File: src/rtl/wb_req_master.sv
// rtl/wb_req_master.sv - Wishbone classic single-beat master behind a request FIFO
// Optional ack-wait timeout is compiled in with WB_MASTER_TIMEOUT_EN.
module wb_req_master #(
    parameter int AW          = 24,
    parameter int DW          = 32,
    parameter int FIFO_DEPTH  = 4,
    parameter int TIMEOUT_CYC = 256
) (
    input  logic            clk_i,
    input  logic            rst_i,
    input  logic            req_valid_i,
    output logic            req_ready_o,
    input  logic            req_we_i,
    input  logic [AW-1:0]   req_addr_i,
    input  logic [DW-1:0]   req_data_i,
    input  logic [DW/8-1:0] req_sel_i,
    output logic            rsp_valid_o,
    input  logic            rsp_ready_i,
    output logic [DW-1:0]   rsp_data_o,
    output logic            rsp_err_o,
    output logic            cyc_o,
    output logic            stb_o,
    output logic            we_o,
    output logic [AW-1:0]   adr_o,
    output logic [DW-1:0]   dat_o,
    output logic [DW/8-1:0] sel_o,
    input  logic [DW-1:0]   dat_i,
    input  logic            ack_i,
    input  logic            err_i
);

    localparam int SW = DW / 8;
    localparam int PW = $clog2(FIFO_DEPTH);
    localparam int EW = 1 + AW + DW + SW;

    if ((DW % 8) != 0 || FIFO_DEPTH < 2 || (FIFO_DEPTH & (FIFO_DEPTH - 1)) != 0
        || TIMEOUT_CYC < 1) begin : g_bad_params
        $error("wb_req_master: illegal parameter combination");
    end

    typedef enum logic [1:0] {
        IDLE = 2'd0,
        BUS  = 2'd1,
        RESP = 2'd2
    } state_t;

    // Request FIFO; the extra pointer bit separates full from empty.
    logic [EW-1:0] fifo_mem [FIFO_DEPTH];
    logic [PW:0]   wr_ptr_q;
    logic [PW:0]   rd_ptr_q;
    logic          fifo_empty;
    logic          fifo_full;
    logic          push;
    logic          pop;
    logic [EW-1:0] head;
    logic          head_we;
    logic [AW-1:0] head_adr;
    logic [DW-1:0] head_dat;
    logic [SW-1:0] head_sel;

    assign fifo_empty = (wr_ptr_q == rd_ptr_q);
    assign fifo_full  = (wr_ptr_q[PW-1:0] == rd_ptr_q[PW-1:0]) && (wr_ptr_q[PW] != rd_ptr_q[PW]);
    assign push       = req_valid_i && !fifo_full;
    assign req_ready_o = !fifo_full;

    assign head     = fifo_mem[rd_ptr_q[PW-1:0]];
    assign head_we  = head[EW-1];
    assign head_adr = head[EW-2 -: AW];
    assign head_dat = head[DW+SW-1 -: DW];
    assign head_sel = head[SW-1:0];

    always_ff @(posedge clk_i) begin
        if (push) begin
            fifo_mem[wr_ptr_q[PW-1:0]] <= {req_we_i, req_addr_i, req_data_i, req_sel_i};
        end
    end

    always_ff @(posedge clk_i) begin
        if (rst_i) begin
            wr_ptr_q <= '0;
            rd_ptr_q <= '0;
        end else begin
            if (push) begin
                wr_ptr_q <= wr_ptr_q + (PW+1)'(1);
            end
            if (pop) begin
                rd_ptr_q <= rd_ptr_q + (PW+1)'(1);
            end
        end
    end

    state_t        state_q, state_d;
    logic          cyc_q, cyc_d;
    logic          we_q, we_d;
    logic [AW-1:0] adr_q, adr_d;
    logic [DW-1:0] dat_q, dat_d;
    logic [SW-1:0] sel_q, sel_d;
    logic          rsp_valid_q, rsp_valid_d;
    logic [DW-1:0] rsp_data_q, rsp_data_d;
    logic          rsp_err_q, rsp_err_d;

`ifdef WB_MASTER_TIMEOUT_EN
    localparam int TW = $clog2(TIMEOUT_CYC + 1);
    localparam logic [TW-1:0] TMO_LIMIT = TW'(TIMEOUT_CYC);
    logic [TW-1:0] tmo_q, tmo_d;
    logic [TW-1:0] tmo_inc;

    assign tmo_inc = tmo_q + TW'(1);
`endif

    always_comb begin
        state_d     = state_q;
        cyc_d       = cyc_q;
        we_d        = we_q;
        adr_d       = adr_q;
        dat_d       = dat_q;
        sel_d       = sel_q;
        rsp_valid_d = rsp_valid_q;
        rsp_data_d  = rsp_data_q;
        rsp_err_d   = rsp_err_q;
        pop         = 1'b0;
`ifdef WB_MASTER_TIMEOUT_EN
        tmo_d       = tmo_q;
`endif
        case (state_q)
            IDLE: begin
                if (!fifo_empty) begin
                    pop     = 1'b1;
                    we_d    = head_we;
                    adr_d   = head_adr;
                    dat_d   = head_dat;
                    sel_d   = head_sel;
                    cyc_d   = 1'b1;
                    state_d = BUS;
`ifdef WB_MASTER_TIMEOUT_EN
                    tmo_d   = '0;
`endif
                end
            end
            BUS: begin
                // err has priority over a simultaneous ack.
                if (err_i) begin
                    rsp_data_d  = '0;
                    rsp_err_d   = 1'b1;
                    rsp_valid_d = 1'b1;
                    cyc_d       = 1'b0;
                    state_d     = RESP;
                end else if (ack_i) begin
                    rsp_data_d  = we_q ? '0 : dat_i;
                    rsp_err_d   = 1'b0;
                    rsp_valid_d = 1'b1;
                    cyc_d       = 1'b0;
                    state_d     = RESP;
                end
`ifdef WB_MASTER_TIMEOUT_EN
                else if (tmo_inc == TMO_LIMIT) begin
                    rsp_data_d  = '0;
                    rsp_err_d   = 1'b1;
                    rsp_valid_d = 1'b1;
                    cyc_d       = 1'b0;
                    state_d     = RESP;
                end else begin
                    tmo_d = tmo_inc;
                end
`endif
            end
            RESP: begin
                if (rsp_ready_i) begin
                    rsp_valid_d = 1'b0;
                    state_d     = IDLE;
                end
            end
            default: begin
                state_d = IDLE;
                cyc_d   = 1'b0;
            end
        endcase
    end

    always_ff @(posedge clk_i) begin
        if (rst_i) begin
            state_q     <= IDLE;
            cyc_q       <= 1'b0;
            we_q        <= 1'b0;
            adr_q       <= '0;
            dat_q       <= '0;
            sel_q       <= '0;
            rsp_valid_q <= 1'b0;
            rsp_data_q  <= '0;
            rsp_err_q   <= 1'b0;
`ifdef WB_MASTER_TIMEOUT_EN
            tmo_q       <= '0;
`endif
        end else begin
            state_q     <= state_d;
            cyc_q       <= cyc_d;
            we_q        <= we_d;
            adr_q       <= adr_d;
            dat_q       <= dat_d;
            sel_q       <= sel_d;
            rsp_valid_q <= rsp_valid_d;
            rsp_data_q  <= rsp_data_d;
            rsp_err_q   <= rsp_err_d;
`ifdef WB_MASTER_TIMEOUT_EN
            tmo_q       <= tmo_d;
`endif
        end
    end

    assign cyc_o       = cyc_q;
    assign stb_o       = cyc_q;
    assign we_o        = we_q;
    assign adr_o       = adr_q;
    assign dat_o       = dat_q;
    assign sel_o       = sel_q;
    assign rsp_valid_o = rsp_valid_q;
    assign rsp_data_o  = rsp_data_q;
    assign rsp_err_o   = rsp_err_q;

endmodule

File: config.mk
export PLATFORM = sky130hd
export DESIGN_NAME = wb_req_master
export DESIGN_NICKNAME = d
export VERILOG_FILES = /design/src/rtl/wb_req_master.sv
export SDC_FILE = /design/constraint.sdc
export NUM_CORES = 1
export LEC_CHECK = 0
export ABC_CLOCK_PERIOD_IN_PS = 3760
export CAP_MARGIN = 20
export CORE_MARGIN = 5
export CORE_UTILIZATION = 28
export DETAILED_ROUTE_END_ITERATION = 10
export DONT_BUFFER_PORTS = 1
export REMOVE_ABC_BUFFERS = 1
export SKIP_CTS_REPAIR_TIMING = 1
export SLEW_MARGIN = 10
export SYNTH_ARGS = -nofsm -noshare
export SYNTH_HDL_FRONTEND = slang
export SYNTH_SLANG_ARGS = --single-unit
File: constraint.sdc
create_clock -name clk_i -period 3.76 [get_ports clk_i]
set_input_delay 0.752 -clock clk_i [delete_from_list [all_inputs] [get_ports clk_i]]
set_output_delay 0.752 -clock clk_i [all_outputs]
set_load 0.01 [all_outputs]
Yosys cells after proc, flatten, opt, wreduce, memory -nomap -nowiden --
Memory sizes are Yosys's and may differ from the RTL's. A register that Yosys moved wholly into a read port is not among the register bits. Cells that the tools add are included.
Operators by class: add/sub/neg operators 2, multiply operators 0, divide/modulo/power cells 0, order comparisons 0, eq/ne operators 8, shifts and indexed selects 0, multiplexer cells 21, bitwise operators 2, reduce and logical (&&, ||, !) cells 11
Operator list (number):
- $mux 32 | 3
- $mux 1 | 11
- $reduce_and 3->1 | 3
- $mux 2 | 4
- $add 3x1->3 const B | 2
- $pmux 2 s3 | 1
- $ne 2x2->1 const B | 2
- $reduce_and 2->1 | 2
- $reduce_bool 2->1 | 2
- $eq 3x3->1 | 1
- $ne 3x3->1 const B | 1
- $pmux 1 s3 | 1
- $eq 2x1->1 const B | 1
- $eq 2x2->1 | 1
- $eq 2x2->1 const B | 1
- $logic_and 1x1->1 | 2
- $logic_not 2->1 | 1
- $not 1->1 | 2
- $pmux 1 s2 | 1
- $logic_not 1->1 | 1
- $ne 1x1->1 | 1
Storage, ports and cells: register bits after elaboration 43, latch bits 0, memory bits (writable) 244, ROM bits 0, input port bits 99, output and inout bits 98, logic and storage cells 52, memories 1
Memories:
- fifo_mem | depth 4, width 61, read ports 1, clocked after Yosys merged registers in 1, wr ports 1, line 48 | logic [EW-1:0] fifo_mem [FIFO_DEPTH];

Depth between registers and ports, before layout --
depth in word-level cells 6, depth in mapped cells 6, gate-level depth less buffers 4

Least setup slack after synthesis --
Ideal clock, no wire load.
path kind register to register, from register rd_ptr_q[1], to memory fifo_mem[0][0] (netlist bit), enable pin, library setup time 0.425 ns, arrival time 2.505 ns, required time 3.335 ns, setup slack 0.829 ns, stages on the path, launching flop included 5, path buffers 1, period minus slack after synthesis 2.931 ns, path through dfxtp_1 -> buf_4 -> xor2_1 -> o31a_1 -> and2_1
On the way: word-level cells in the longest chain between the ends 6
Ends and longest elaborated chain:
- start, declared | line 50 | logic [PW:0] rd_ptr_q;
- start signal, assigned | line 87 | rd_ptr_q <= rd_ptr_q + (PW+1)'(1);
- $eq 2x2->1 | line 62 | assign fifo_full = (wr_ptr_q[PW-1:0] == rd_ptr_q[PW-1:0]) && (wr_ptr_q[PW] != rd_ptr_q[PW]);
- $logic_and 1x1->1 | line 62
- $logic_not 1->1 | line 63 | assign push = req_valid_i && !fifo_full;
- $logic_and 1x1->1 | line 63
- $mux 1 | line 73 | if (push) begin
- $mux 1 (implied by the code) | line 74 | fifo_mem[wr_ptr_q[PW-1:0]] <= {req_we_i, req_addr_i, req_data_i, req_sel_i};
- end, declared | line 48
No other way between the ends.

Worst setup path after layout --
from register rd_ptr_q[1], to memory fifo_mem[3][44] (netlist bit), enable pin
The elaborated chain is that of the path after synthesis.

==> results.ini <==
[critical_path]
crit_path_max_fanout = 61
crit_path_max_incr_delay_ns = 0.83
cp_cell_sequence = xor2_1 > o31a_1 > and2_4
timing.critical_path.arrival_ns = 2.84
cp_data_required_time_ns = 3.92
crit_type = reg2reg
startpoint_type = register
rr_worst_depth = 3
cp-end-kind = register
r2r_setup_slack_ns = 1.08
reg2reg_from = rd_ptr_q[1]$_SDFFE_PP0P_
cp_slowest_cell = and2_4
rr_endpoint = fifo_mem[3][44]$_DFFE_PP_

[place]
placed_cell_area_um2 = 14000
dp.cells = 1376
dp_hpwl_um = 17700
io_buffers = 0
routabilityCongestion = 0.675

[synth]
synth.area.mux_share_pct = 15.1
synth-simple-area-share_pct = 8.38
syn_avg_cell_area_um2 = 16.6
synth_top_family_by_area = multiplexers
ys_ff_latch = 348
synth_common_cells = edfxtp_1, nand2b_1, dfxtp_1
synth_compound_area_share_pct = 3.30
async_reset_ff_share_pct = 0
yosysSeqAreaShare_pct = 69.9
synth_area_leaders = edfxtp_1, dfxtp_1, mux4_2, nand2b_1, mux2i_1
synth-xor-area-share_pct = 0.446
yosysTopAreaCellShare_pct = 54.5
yosysUniqueCellTypes = 37
synth_warnings = 0
synth_ff_type = edfxtp_1
synthCells = 812
synth_area_leader_cell = edfxtp_1
synth-edff-count = 244
synth_fa_ha_area_share_pct = 0.465
synth.most_common_cell = edfxtp_1
syn_area_um2 = 13500

[worst_hold_path]
holdPathEnd = fifo_mem[0][20]$_DFFE_PP_
hp-start = req_data_i[16]
hp-class = in2reg
holdPathStages = 0

[floorplan]
die_w_um = 229
die_h_um = 229
fp.dieArea_um2 = 52500
num_rows = 80
core_um2 = 47600
start_util_pct = 28.2
ioPinCount = 197

[timing]
period_share_pct = 71.2
drv_slew = 0
max_slew_margin_pct = 28.6
fmax_mhz = 374
setup_viol = 0
rsz0062_at_grt = false
fin_skew_ns = 0.0233
finalHoldViolCount = 0
final.min_clock_period_ns = 2.68
worstMarginPinSlew_ns = 1.07

[pwr]
peakVddDrop_mv = 0.372
p_per_area_nw_per_um2 = 730
leakage_uw = 0.00503

[route]
vias = 6715
drt-pass1-iter-count = 4
drtIter0Drc = 329
drt-wirelength-per-cell_um = 20.4
detail-route-antenna-nets = 0
viasPerCell = 4.64
drc = 0
wl_um = 29500

[clock_tree]
numCtsBuffers = 38
cts_tree = built
clock_path_buffers = 3
cts.sinks = 348
worstSkewPairLatency_ns = 0.55
cts_root_buf = clkbuf_16
path_clk_slew_ns = 0.06
cts.htree.levels = 2

[finish]
final_cells = 1446
finalInstanceArea_um2 = 15300
diodes = 0
drive_gt1_share_pct = 16.5
nNetsFinal = 907
syn2layout_area_growth_pct = 13.8

[run_status]
outcome = complete, no violations

[global_routing]
grt_pass1_vias = 6933
grt_pass1_wl_um = 44400
antenna_found_initial = 0
grt_max_degree = 174
grt_remaining_overflow = 0
grt_usage_pct = 10.9

[job]
cap_violations = 0

worst max-delay path by stage:
stage	start	end	slack, ns	depth (start not counted)
after global placement	rd_ptr_q[1]$_SDFFE_PP0P_	fifo_mem[0][35]$_DFFE_PP_	1.03	3
after global routing	rd_ptr_q[0]$_SDFFE_PP0P_	req_ready_o	0.90	3
final	rd_ptr_q[1]$_SDFFE_PP0P_	fifo_mem[3][44]$_DFFE_PP_	1.08	3
after floorplan	rd_ptr_q[0]$_SDFFE_PP0P_	adr_o[0]$_SDFFE_PP0P_	-3.77	3
after CTS	rd_ptr_q[0]$_SDFFE_PP0P_	req_ready_o	0.98	3
after detailed placement	rd_ptr_q[1]$_SDFFE_PP0P_	fifo_mem[2][35]$_DFFE_PP_	1.04	3
report_power, final:
part           internal [µW]  total [µW]  switching (µW)
logic                    991        2090            1100
registers               4710        5330             620
clock network           2230        3760            1530
layout make-up:
class,count,area (µm²)
clock buffer,53,1080
clock inverter,15,186
fill,4604,32300
inverter,5,18.8
multi-input combinational,401,3740
sequential,348,9420
tap,615,769
timing repair buffer,9,103
logic make-up after synthesis:
family          count (synthesis)
simple gates                  184
xor+xnor                        6
compound gates                 80
buf+inv                        63
fa+ha+maj                       5
flops                         348
mux                           126
flip-flops by register name, indices dropped and copies added (netlist names):
name,cells
wr_ptr_q,3
we_o,1
rsp_data_o,32
rsp_valid_o,1
adr_o,24
rsp_err_o,1
cyc_o,1
sel_o,4
fifo_mem,244
rd_ptr_q,3
dat_o,32
state_q,2
layer usage:
| layer | track usage, % | routed length, µm |
|---|---|---|
| met1 | 13.5 | 12200 |
| met2 | 17.6 | 13800 |
| met3 | 4.67 | 2760 |
| met4 | 3.44 | 720 |
| met5 | 0 | 0 |
worst max-delay path, delay by kind of cell, from the launching register on:
kind,cells,cell delay (ns)
flip-flops,1,0.60
XOR/XNOR,1,0.46
AND/OR/NAND/NOR,1,0.83
AO/OA/AOI/OAI,1,0.33
placed cells by master (no fill, tap or decap), drive strengths merged, types with 3 or more instances in the layout:
| master | instances |
|---|---|
| clkinv | 8 |
| o31ai | 3 |
| mux4 | 61 |
| clkbuf | 53 |
| bufinv | 3 |
| ha | 5 |
| xor2 | 3 |
| dfxtp | 104 |
| nand4 | 32 |
| inv | 7 |
| xnor2 | 3 |
| o21ai | 33 |
| a21oi | 36 |
| and2 | 4 |
| nand2b | 127 |
| nor2 | 7 |
| edfxtp | 244 |
| mux2i | 63 |
| nand2 | 5 |
| buf | 9 |
metrics by stage:
step                      total power [µW]  hold WS [ns]  setup slack (ns)  TNS (ns)  util, %
after floorplan                       7040         0.474             -3.77   -558.66        -
after global placement                7550         0.504              1.03         0     29.4
after detailed placement              7590         0.503              1.04         0     29.4
after CTS                            11400         0.253             0.979         0     32.1
after global routing                 11800         0.257             0.899         0     32.1
final                                11200         0.293              1.08         0     32.1
No activity file was read; power rests on OpenSTA's default activity.
